==> src/rtl/lcd_char_ctrl.sv <==
// Character-LCD controller for HD44780-compatible panels on an 8-bit, write-only bus.
// A ROWS x COLS shadow buffer is written by the host. After reset the controller
// powers up and initialises the panel. From then on it redraws the whole panel
// whenever the buffer is marked dirty. Raw panel commands enter through a
// valid/ready port.
//
// Handshake: a command is transferred on a rising clk edge where cmd_valid and
// cmd_ready are both 1. cmd_data is sampled on that edge only. cmd_ready is 1
// exactly while the FSM is in IDLE and does not depend on cmd_valid.
module lcd_char_ctrl #(
  parameter int ROWS     = 2,
  parameter int COLS     = 16,
  parameter int EN_DIV   = 64,
  parameter int PWR_WAIT = 65536,
  parameter int CLR_WAIT = 2048,
  parameter int AW       = 7
) (
  input  logic          clk,
  input  logic          reset,
  input  logic          wr_en,
  input  logic [AW-1:0] wr_addr,
  input  logic [7:0]    wr_data,
  input  logic          cmd_valid,
  input  logic [7:0]    cmd_data,
  output logic          cmd_ready,
  output logic          busy,
  output logic [7:0]    lcd_dat,
  output logic          lcd_rs,
  output logic          lcd_rw,
  output logic          lcd_en,
  output logic [2:0]    dbg_state
);

  localparam int N    = ROWS * COLS;
  localparam int IW   = $clog2(N);
  localparam int RW   = (ROWS > 1) ? $clog2(ROWS) : 1;
  localparam int CLW  = $clog2(COLS);
  localparam int MAXC = (PWR_WAIT > EN_DIV) ?
                        ((PWR_WAIT > CLR_WAIT) ? PWR_WAIT : CLR_WAIT) :
                        ((EN_DIV > CLR_WAIT) ? EN_DIV : CLR_WAIT);
  localparam int CW   = $clog2(MAXC + 1);

  localparam logic [CW-1:0]  EN_LAST  = CW'(EN_DIV - 1);
  localparam logic [CW-1:0]  CLR_LAST = CW'(CLR_WAIT - 1);
  localparam logic [CW-1:0]  PWR_LAST = CW'(PWR_WAIT - 1);
  localparam logic [RW-1:0]  ROW_LAST = RW'(ROWS - 1);
  localparam logic [CLW-1:0] COL_LAST = CLW'(COLS - 1);

  typedef enum logic [2:0] {
    ST_PWR  = 3'd0,
    ST_INIT = 3'd1,
    ST_IDLE = 3'd2,
    ST_CMD  = 3'd3,
    ST_ADDR = 3'd4,
    ST_DATA = 3'd5
  } state_t;

  // A: setup with en low, B: en high, C: hold with en low, W: clear/home wait
  typedef enum logic [1:0] {
    PH_A = 2'd0,
    PH_B = 2'd1,
    PH_C = 2'd2,
    PH_W = 2'd3
  } phase_t;

  state_t         state, state_n;
  phase_t         phase, phase_n;
  logic [CW-1:0]  cnt, cnt_n;
  logic [1:0]     init_idx, init_idx_n;
  logic [RW-1:0]  row, row_n;
  logic [CLW-1:0] col, col_n;
  logic           dirty, dirty_n;
  logic [7:0]     dat_q, dat_n;
  logic           rs_q, rs_n;
  logic           sending;
  logic           xfer_done;
  logic           needs_clr;
  logic           fetch;
  logic           wr_ok;
  logic [IW-1:0]  rd_idx;
  logic [7:0]     mem [N];

  function automatic logic [7:0] init_byte(input logic [1:0] i);
    case (i)
      2'd0:    return 8'h38;
      2'd1:    return 8'h0C;
      2'd2:    return 8'h06;
      default: return 8'h01;
    endcase
  endfunction

  // Set-DDRAM-address command for the first cell of row r
  function automatic logic [7:0] row_addr(input logic [RW-1:0] r);
    case (int'(r))
      0:       return 8'h80;
      1:       return 8'hC0;
      2:       return 8'h80 | 8'(COLS);
      default: return 8'h80 | 8'(64 + COLS);
    endcase
  endfunction

  assign wr_ok     = wr_en && (int'(wr_addr) < N);
  assign sending   = (state == ST_INIT) || (state == ST_CMD) ||
                     (state == ST_ADDR) || (state == ST_DATA);
  assign needs_clr = !rs_q && (dat_q >= 8'h01) && (dat_q <= 8'h03);

  assign lcd_en    = sending && (phase == PH_B);
  assign lcd_dat   = dat_q;
  assign lcd_rs    = rs_q;
  assign lcd_rw    = 1'b0;
  assign busy      = (state != ST_IDLE);
  assign cmd_ready = (state == ST_IDLE);
  assign dbg_state = state;

  // Shadow frame buffer: not reset, out-of-range addresses are dropped
  always_ff @(posedge clk) begin
    if (wr_ok) mem[wr_addr[IW-1:0]] <= wr_data;
  end

  // State, bus-phase timer, redraw position, dirty flag and bus byte registers
  always_ff @(posedge clk or posedge reset) begin
    if (reset) begin
      state    <= ST_PWR;
      phase    <= PH_A;
      cnt      <= '0;
      init_idx <= '0;
      row      <= '0;
      col      <= '0;
      dirty    <= 1'b1;
      dat_q    <= 8'h00;
      rs_q     <= 1'b0;
    end else begin
      state    <= state_n;
      phase    <= phase_n;
      cnt      <= cnt_n;
      init_idx <= init_idx_n;
      row      <= row_n;
      col      <= col_n;
      dirty    <= dirty_n;
      dat_q    <= dat_n;
      rs_q     <= rs_n;
    end
  end

  // Bus-phase sequencing, next-state logic and loading of the next byte
  always_comb begin
    state_n    = state;
    phase_n    = phase;
    cnt_n      = cnt;
    init_idx_n = init_idx;
    row_n      = row;
    col_n      = col;
    dirty_n    = dirty;
    dat_n      = dat_q;
    rs_n       = rs_q;
    xfer_done  = 1'b0;
    fetch      = 1'b0;
    rd_idx     = '0;

    if (sending) begin
      case (phase)
        PH_A: begin
          if (cnt == EN_LAST) begin
            phase_n = PH_B;
            cnt_n   = '0;
          end else begin
            cnt_n = cnt + CW'(1);
          end
        end
        PH_B: begin
          if (cnt == EN_LAST) begin
            phase_n = PH_C;
            cnt_n   = '0;
          end else begin
            cnt_n = cnt + CW'(1);
          end
        end
        PH_C: begin
          if (cnt == EN_LAST) begin
            if (needs_clr) begin
              phase_n = PH_W;
              cnt_n   = '0;
            end else begin
              xfer_done = 1'b1;
            end
          end else begin
            cnt_n = cnt + CW'(1);
          end
        end
        default: begin
          if (cnt == CLR_LAST) xfer_done = 1'b1;
          else                 cnt_n = cnt + CW'(1);
        end
      endcase
    end

    case (state)
      ST_PWR: begin
        if (cnt == PWR_LAST) begin
          state_n    = ST_INIT;
          init_idx_n = 2'd0;
          phase_n    = PH_A;
          cnt_n      = '0;
          dat_n      = init_byte(2'd0);
          rs_n       = 1'b0;
        end else begin
          cnt_n = cnt + CW'(1);
        end
      end
      ST_INIT: begin
        if (xfer_done) begin
          if (init_idx == 2'd3) begin
            state_n = ST_IDLE;
          end else begin
            init_idx_n = init_idx + 2'd1;
            phase_n    = PH_A;
            cnt_n      = '0;
            dat_n      = init_byte(init_idx + 2'd1);
            rs_n       = 1'b0;
          end
        end
      end
      ST_IDLE: begin
        if (cmd_valid) begin
          state_n = ST_CMD;
          phase_n = PH_A;
          cnt_n   = '0;
          dat_n   = cmd_data;
          rs_n    = 1'b0;
        end else if (dirty) begin
          state_n = ST_ADDR;
          row_n   = '0;
          dirty_n = 1'b0;
          phase_n = PH_A;
          cnt_n   = '0;
          dat_n   = row_addr('0);
          rs_n    = 1'b0;
        end
      end
      ST_CMD: begin
        if (xfer_done) state_n = ST_IDLE;
      end
      ST_ADDR: begin
        if (xfer_done) begin
          state_n = ST_DATA;
          col_n   = '0;
          fetch   = 1'b1;
          phase_n = PH_A;
          cnt_n   = '0;
          rs_n    = 1'b1;
        end
      end
      ST_DATA: begin
        if (xfer_done) begin
          if (col == COL_LAST) begin
            if (row == ROW_LAST) begin
              state_n = ST_IDLE;
            end else begin
              state_n = ST_ADDR;
              row_n   = row + RW'(1);
              phase_n = PH_A;
              cnt_n   = '0;
              dat_n   = row_addr(row + RW'(1));
              rs_n    = 1'b0;
            end
          end else begin
            col_n   = col + CLW'(1);
            fetch   = 1'b1;
            phase_n = PH_A;
            cnt_n   = '0;
            rs_n    = 1'b1;
          end
        end
      end
      default: state_n = ST_PWR;
    endcase

    // A character is latched when its transfer starts; a write landing on the
    // same cell in that very cycle is forwarded so the newest value is shown.
    if (fetch) begin
      rd_idx = IW'(int'(row_n) * COLS + int'(col_n));
      if (wr_ok && (wr_addr[IW-1:0] == rd_idx)) dat_n = wr_data;
      else                                      dat_n = mem[rd_idx];
    end

    // A host write always wins over the clear taken when a redraw starts
    if (wr_ok) dirty_n = 1'b1;
  end

endmodule
==> config.mk <==
export PLATFORM = sky130hd
export DESIGN_NAME = lcd_char_ctrl
export DESIGN_NICKNAME = d
export VERILOG_FILES = /design/src/rtl/lcd_char_ctrl.sv
export SDC_FILE = /design/constraint.sdc
export NUM_CORES = 1
export LEC_CHECK = 0
export CAP_MARGIN = 20
export CORE_UTILIZATION = 50
export DETAILED_ROUTE_END_ITERATION = 16
export DONT_BUFFER_PORTS = 1
export GPL_TIMING_DRIVEN = 0
export HOLD_SLACK_MARGIN = 0.08
export SLEW_MARGIN = 10
export SYNTH_ARGS = -nofsm -noshare
export SYNTH_HDL_FRONTEND = slang
export SYNTH_SLANG_ARGS = --single-unit
==> constraint.sdc <==
create_clock -name clk -period 6.2 [get_ports clk]
set_input_delay 1.86 -clock clk [delete_from_list [all_inputs] [get_ports clk]]
set_output_delay 1.86 -clock clk [all_outputs]
set_load 0.05 [all_outputs]
; Word-level counts from Yosys, hierarchy flattened
; Memory sizes are Yosys's and may differ from the RTL's.
; Index checks and enable logic that the tools add are counted.
; W data, S select, Z words.
[word_totals]
ramBits = 256
register_bits = 39
mem_count = 1
elab_cells = 169
in_bits = 27
output_inout_bits = 16
[memory_table]
columns = name, words, word_bits, rd, rd_clocked_by_memory_dff, wr, line_no
row1 = mem, 32, 8, 1, 0, 1, 81  ; logic [7:0] mem [N];
[op_classes]
add_sub_neg = 5
n_bitwise = 1
n_reduce_logical = 22
n_eq_ne = 34
n_lt_le_gt_ge = 3
muxes = 94
[op_table]
columns = op, n
row1 = $mux W17, 14
row2 = $pmux W17 S5, 1
row3 = $mux W8, 10
row4 = $mux W2, 17
row5 = $pmux W17 S2, 1
row6 = $pmux W8 S4, 1
row7 = $mux W3, 10
row8 = $mux W1, 26
row9 = $reduce_and A8 Y1, 3
row10 = $ne A3 B3 Y1 const B, 6
row11 = $pmux W3 S6, 1
row12 = $pmux W6 S3, 1
row13 = $add A17 B1 Y17 const B, 1
row14 = $eq A17 B11 Y1 const B, 1
row15 = $eq A17 B16 Y1 const B, 1
row16 = $eq A17 B6 Y1 const B, 1
row17 = $pmux W8 S2, 1
row18 = $mux W4, 3
row19 = $ne A2 B2 Y1 const B, 6
row20 = $pmux W2 S5, 1
row21 = $reduce_bool A5 Y1, 2
row22 = $ne A3 B2 Y1 const B, 3
row23 = $ge A8 B1 Y1 const B, 1
row24 = $le A8 B2 Y1 const B, 1
row25 = other kinds (29), 46

; Longest topological paths before layout
[depth]
ltp_word = 14
ltp_mapped = 16
ltp_nobuf = 12

; Worst setup path before layout
; OpenSTA, ideal clock, no wires.
[synth_path]
path_kind = flip-flop to output port
startpoint = register state[2], in the netlist dbg_state[2]
endpoint = output port cmd_ready
setup_slack_ns = 2.417
path_buffers = 1
arrival_ns = 1.923
required_ns = 4.340
stages_incl_launch_ff = 5
cell_sequence = dfrtp_1 -> clkbuf_1 -> nand2b_1 -> nand2b_1 -> inv_1
[synth_between]
elab_chain_cells = 1
[synth_rtl]
columns = item, line_no
row1 = from (decl), 66  ; state_t state, state_n;
row2 = from (signal assigned), 133  ; state <= state_n;
row3 = $eq A3 B2 Y1, 112  ; assign cmd_ready = (state == ST_IDLE);
row4 = to (decl), 25  ; output logic cmd_ready,
; No other way between the ends.

; Worst setup path in the final report
[layout_path]
startpoint = register dat_q[3], in the netlist lcd_dat[3]
endpoint = register dat_q[2], in the netlist lcd_dat[2]
[layout_between]
elab_chain_cells = 14
elab_cells_between_ends = 31
cone_classes = 1 x add/sub / 2 x order compare / 8 x eq/ne / 14 x mux / 5 x reduce/logical / 1 x memory
[layout_rtl]
columns = item, line_no
row1 = from (decl), 73  ; logic [7:0] dat_q, dat_n;
row2 = from (signal assigned), 140  ; dat_q <= dat_n;
row3 = $ge A8 B1 Y1, 105  ; assign needs_clr = !rs_q && (dat_q >= 8'h01) && (dat_q <= 8'h03);
row4 = $logic_and A1 B1 Y1, 105
row5 = $logic_and A1 B1 Y1 *, 105
row6 = $mux W1 *, 180  ; if (needs_clr) begin
row7 = $mux W1 *, 179  ; if (cnt == EN_LAST) begin
row8 = $pmux W1 S2 *, 161  ; case (phase)
row9 = $mux W1 *, 160  ; if (sending) begin
row10 = $mux W1 *, 254  ; if (xfer_done) begin
row11 = $pmux W1 S2 *, 197  ; case (state)
row12 = named net row_n, 70  ; logic [RW-1:0] row, row_n;
row13 = $add A5 B4 Y5 *, 281  ; rd_idx = IW'(int'(row_n) * COLS + int'(col_n));
row14 = branches (longest 2 deep; another with $mem_v2 Z32 W8), -
row15 = $mux W8 *, 282  ; if (wr_ok && (wr_addr[IW-1:0] == rd_idx)) dat_n = wr_data;
row16 = $mux W8 *, 280  ; if (fetch) begin
; Mark *: on every way through the listed nets, which the timed path passes.
; A chain may end at the register's enable or synchronous reset.

==> impl_results.rst <==
.. list-table::
   :header-rows: 1

   * - Metric
     - Value
   * - Synthesized cell area
     - 13,700 um2
   * - Sum of net half-perimeters after detailed placement
     - 30,700 um
   * - Worst Hold Depth
     - 2
   * - Worst max-slew margin expressed relative to the limit
     - 0.147
   * - Max Clock Freq
     - 196 MHz
   * - Critical path type
     - reg2reg
   * - Overall fraction of global-route tracks in use
     - 0.325
   * - Total I/O pin count
     - 43
   * - R2r startpoint
     - lcd_dat[3]
   * - Resized Gates After CTS
     - 0
   * - Floorplan row count
     - 60
   * - Most common cell after layout, fill and taps aside
     - sky130_fd_sc_hd__edfxtp_1
   * - H-tree depth
     - 1
   * - Endpoint of the lowest-slack register-to-register path
     - lcd_dat[2]
   * - Synth Net Count
     - 1,220
   * - Placed cell count
     - 1,528
   * - Initial DRT Pass Iterations
     - 5
   * - Depth of the worst register-to-register path
     - 10
   * - Initial standard-cell utilization of the core
     - 0.508
   * - Clock Root Buffer
     - sky130_fd_sc_hd__clkbuf_16
   * - Transition at the pin with the smallest max-transition slack
     - 1.27 ns
   * - Final worst hold slack
     - 0.499 ns
   * - Leakage power summed over all cells
     - 5.25 nW
   * - Sum Neg Setup Slack
     - 0 ns
   * - Core Region
     - 27,000 um2
   * - Number of buffers inserted by hold repair at cts
     - 0
   * - Delay of the slowest cell on the worst path
     - 0.70 ns
   * - Initial antenna violation count
     - 1
   * - Run status
     - finished, final reports clean
   * - Filler-free cell count of the finished design
     - 1,586
   * - Violation count after the first detailed-route iteration
     - 1,300
   * - Power per cell area
     - 273 nW/um2
   * - Layout Nets
     - 1,255
   * - Largest fanout on the critical path
     - 10
   * - Flip-flop and latch count after synthesis
     - 295
   * - Worst ir drop on vdd
     - 0.246 mV
   * - Highest-count cells in the layout ignoring fill and taps
     - sky130_fd_sc_hd__edfxtp_1, sky130_fd_sc_hd__nand2_1, sky130_fd_sc_hd__nor2_1, sky130_fd_sc_hd__nand3_1, sky130_fd_sc_hd__o21ai_0
   * - TritonCTS buffer count
     - 31
   * - Critical path endpoint category
     - flop
   * - Final setup skew
     - 0.0157 ns
   * - Post-CTS clock slew at the launch and capture registers of the worst setup and hold paths
     - 0.07 ns
   * - N_diodes
     - 0
   * - Final critical-path share of the clock period
     - 0.825
   * - Time the worst path needs with I/O delays and setup
     - 5.11 ns
   * - Setup repair after global routing missed its margin
     - false
   * - Number of synthesis warnings
     - 0
   * - Dominant register cell in the synthesized netlist
     - sky130_fd_sc_hd__edfxtp_1
   * - Startpoint of the lowest-slack hold path
     - dirty
   * - Data arrival time of the critical path
     - 5.61 ns
   * - Number of nets with antenna violations after routing
     - 0
   * - Routed length per placed instance
     - 28.6 um
   * - Gate Count Post-Synth
     - 1,186
   * - Sort of element at the start of the critical path
     - flop
   * - Remaining global-route overflow
     - 0
   * - Path category of the worst min-delay check
     - reg2reg
   * - Horizontal die dimension
     - 168 um
   * - Overall routed net length
     - 45,400 um
   * - Mapped Avg Cell Area
     - 11.5 um2
   * - Hold violation total from the final report
     - 0
   * - Routed vias
     - 10,332
   * - Proportion of register bits with asynchronous set or reset after synthesis
     - 0.132
   * - Wire length of the first global-routing pass
     - 65,600 um
   * - Clock Latency Late Sink
     - 0.59 ns
   * - Post-synthesis sequential area ratio
     - 0.633
   * - Final weighted congestion in routability-driven placement
     - 0.979
   * - Count of cell types in the netlist
     - 82
   * - Number of synthesized flops with an enable pin
     - 256
   * - Slew Viols, Final
     - 0
   * - Layout cells sized above 1
     - 0.0859
   * - Worst path cell trace
     - nor4_1, nand3_1, nand4_1, a211oi_1, nor2_1, clkinv_1, nand3_1, a21oi_1, nor4_1, o2bb2ai_1
   * - Maximum number of pins on one net before global-route repair
     - 34
   * - Minimum setup slack among reg-to-reg paths
     - 1.09 ns
   * - Number of buffers added for setup after CTS
     - 0
   * - Clock tree buffer depth
     - 3
   * - Routed via count divided by cell count
     - 6.51
   * - Total power
     - 4.15 mW
   * - Y dimension of the die
     - 168 um
   * - Sink Count
     - 295
   * - Area growth from synthesis to final layout
     - 11.1%
   * - Die area
     - 28,100 um2
   * - IO buf count
     - 0
   * - Max Cap Violations
     - 0
   * - TritonCTS clock tree
     - yes
   * - Worst-path cell with the longest stage delay
     - sky130_fd_sc_hd__nor4_1
   * - Final setup vio count
     - 0
   * - Number of global-route vias before repair
     - 9,887
   * - Required time reported for the critical path endpoint
     - 6.70 ns
   * - DRC violation count after routing
     - 0
   * - Endpoint, Worst Hold
     - dirty
==> logic make-up after synthesis <==
| group | Yosys count | synth area share |
|---|---|---|
| flip-flops | 295 | 0.633 |
| AO/OA/AOI/OAI | 268 | 0.131 |
| adder cells (fa/ha/maj) | 7 | 0.00639 |
| XOR/XNOR | 5 | 0.00320 |
| AND/OR/NAND/NOR | 468 | 0.158 |
| buffers and inverters | 88 | 0.0290 |
| other | 1 | 0.000274 |
| multiplexers | 54 | 0.0396 |
==> cell type report <==
| cell class | count | area (um2) |
|---|---|---|
| fillers | 2336 | 11700 |
| flip-flops and latches | 295 | 8660 |
| multi-input cells | 803 | 4640 |
| clock buffers | 34 | 787 |
| well taps | 341 | 427 |
| plain buffers | 63 | 304 |
| clock inverters | 23 | 278 |
| inverters | 25 | 93.8 |
| repair buffers | 2 | 31.3 |
==> flip-flops by register name, indices dropped and copies added (netlist names) <==
name	flops
col	4
lcd_rs	1
cnt	17
lcd_dat	8
row	1
dbg_state	3
init_idx	2
phase	2
dirty	1
mem	256
==> synth_stat cells (all sizes together) (3+ instances only) <==
master	count	area, um2
or2	4	25.0
o21ai	67	347
ha	7	87.6
dfrtp	38	951
o2111ai	9	78.8
inv	24	90.1
a31oi	16	100
buf	33	191
nand3b	5	37.5
nand2b	8	50.1
a311oi	5	43.8
o22ai	17	106
clkbuf	30	113
nand4	8	50.1
or3b	3	26.3
a21boi	4	30.0
mux2i	53	531
o211ai	12	90.1
nor4b	3	26.3
a22o	6	52.6
nand2	200	751
edfxtp	256	7690
o31ai	5	37.5
a21o	6	45.0
and3	14	87.6
o32ai	3	26.3
nor2	89	347
a221oi	14	146
nor4	8	65.1
a21oi	60	304
and2	9	56.3
nand3	82	410
or3	7	43.8
a211oi	8	60.1
nor3	15	85.1
xnor2	3	26.3
nor2b	8	50.1
o221ai	9	78.8
a22oi	5	37.5
==> per-stage QoR <==
| stage | cell area [um2] | util | setup slack (ns) |
|---|---|---|---|
| floorplan | 13700 | - | 2.42 |
| global placement | 14100 | 0.524 | 1.43 |
| detailed placement | 14100 | 0.525 | 1.38 |
| CTS | 15200 | 0.564 | 1.37 |
| global route | 15200 | 0.565 | 0.856 |
| finish | 15200 | 0.565 | 1.09 |
==> routing by layer <==
metal / up-vias / track usage / wire (um)
met5: - / 0 / 13
li1: 4551 / - / -
met2: 588 / 0.497 / 20100
met3: 136 / 0.0745 / 4960
met1: 5055 / 0.440 / 18100
met4: 2 / 0.152 / 2330
==> worst max path at each step <==
stage	from	end	cells after the start	slack, ns
after floorplan	dbg_state[2]	cmd_ready	4	2.42
after global placement	dbg_state[2]	lcd_dat[2]	14	1.43
after detailed placement	cmd_valid	lcd_dat[2]	8	1.38
after CTS	dbg_state[0]	lcd_dat[2]	14	1.37
after global routing	dbg_state[2]	lcd_dat[2]	14	0.86
final	lcd_dat[3]	lcd_dat[2]	10	1.09
==> worst max-delay path: cells and delay by family, from the launching register on <==
family / cells / cell delay (ns)
buffers and inverters: 1 / 0.56
DFF: 1 / 0.60
and+or+nand+nor: 6 / 3.31
AOI/OAI and AO/OA: 3 / 0.55
==> power by group <==
group	internal (mW)	total, mW	switching [mW]	leakage, nW
clock network	1.16	1.96	0.792	0.521
registers	2.17	2.17	0.00190	2.76
logic	0.00762	0.0301	0.0224	1.97
(Power assumes the default switching activity.)
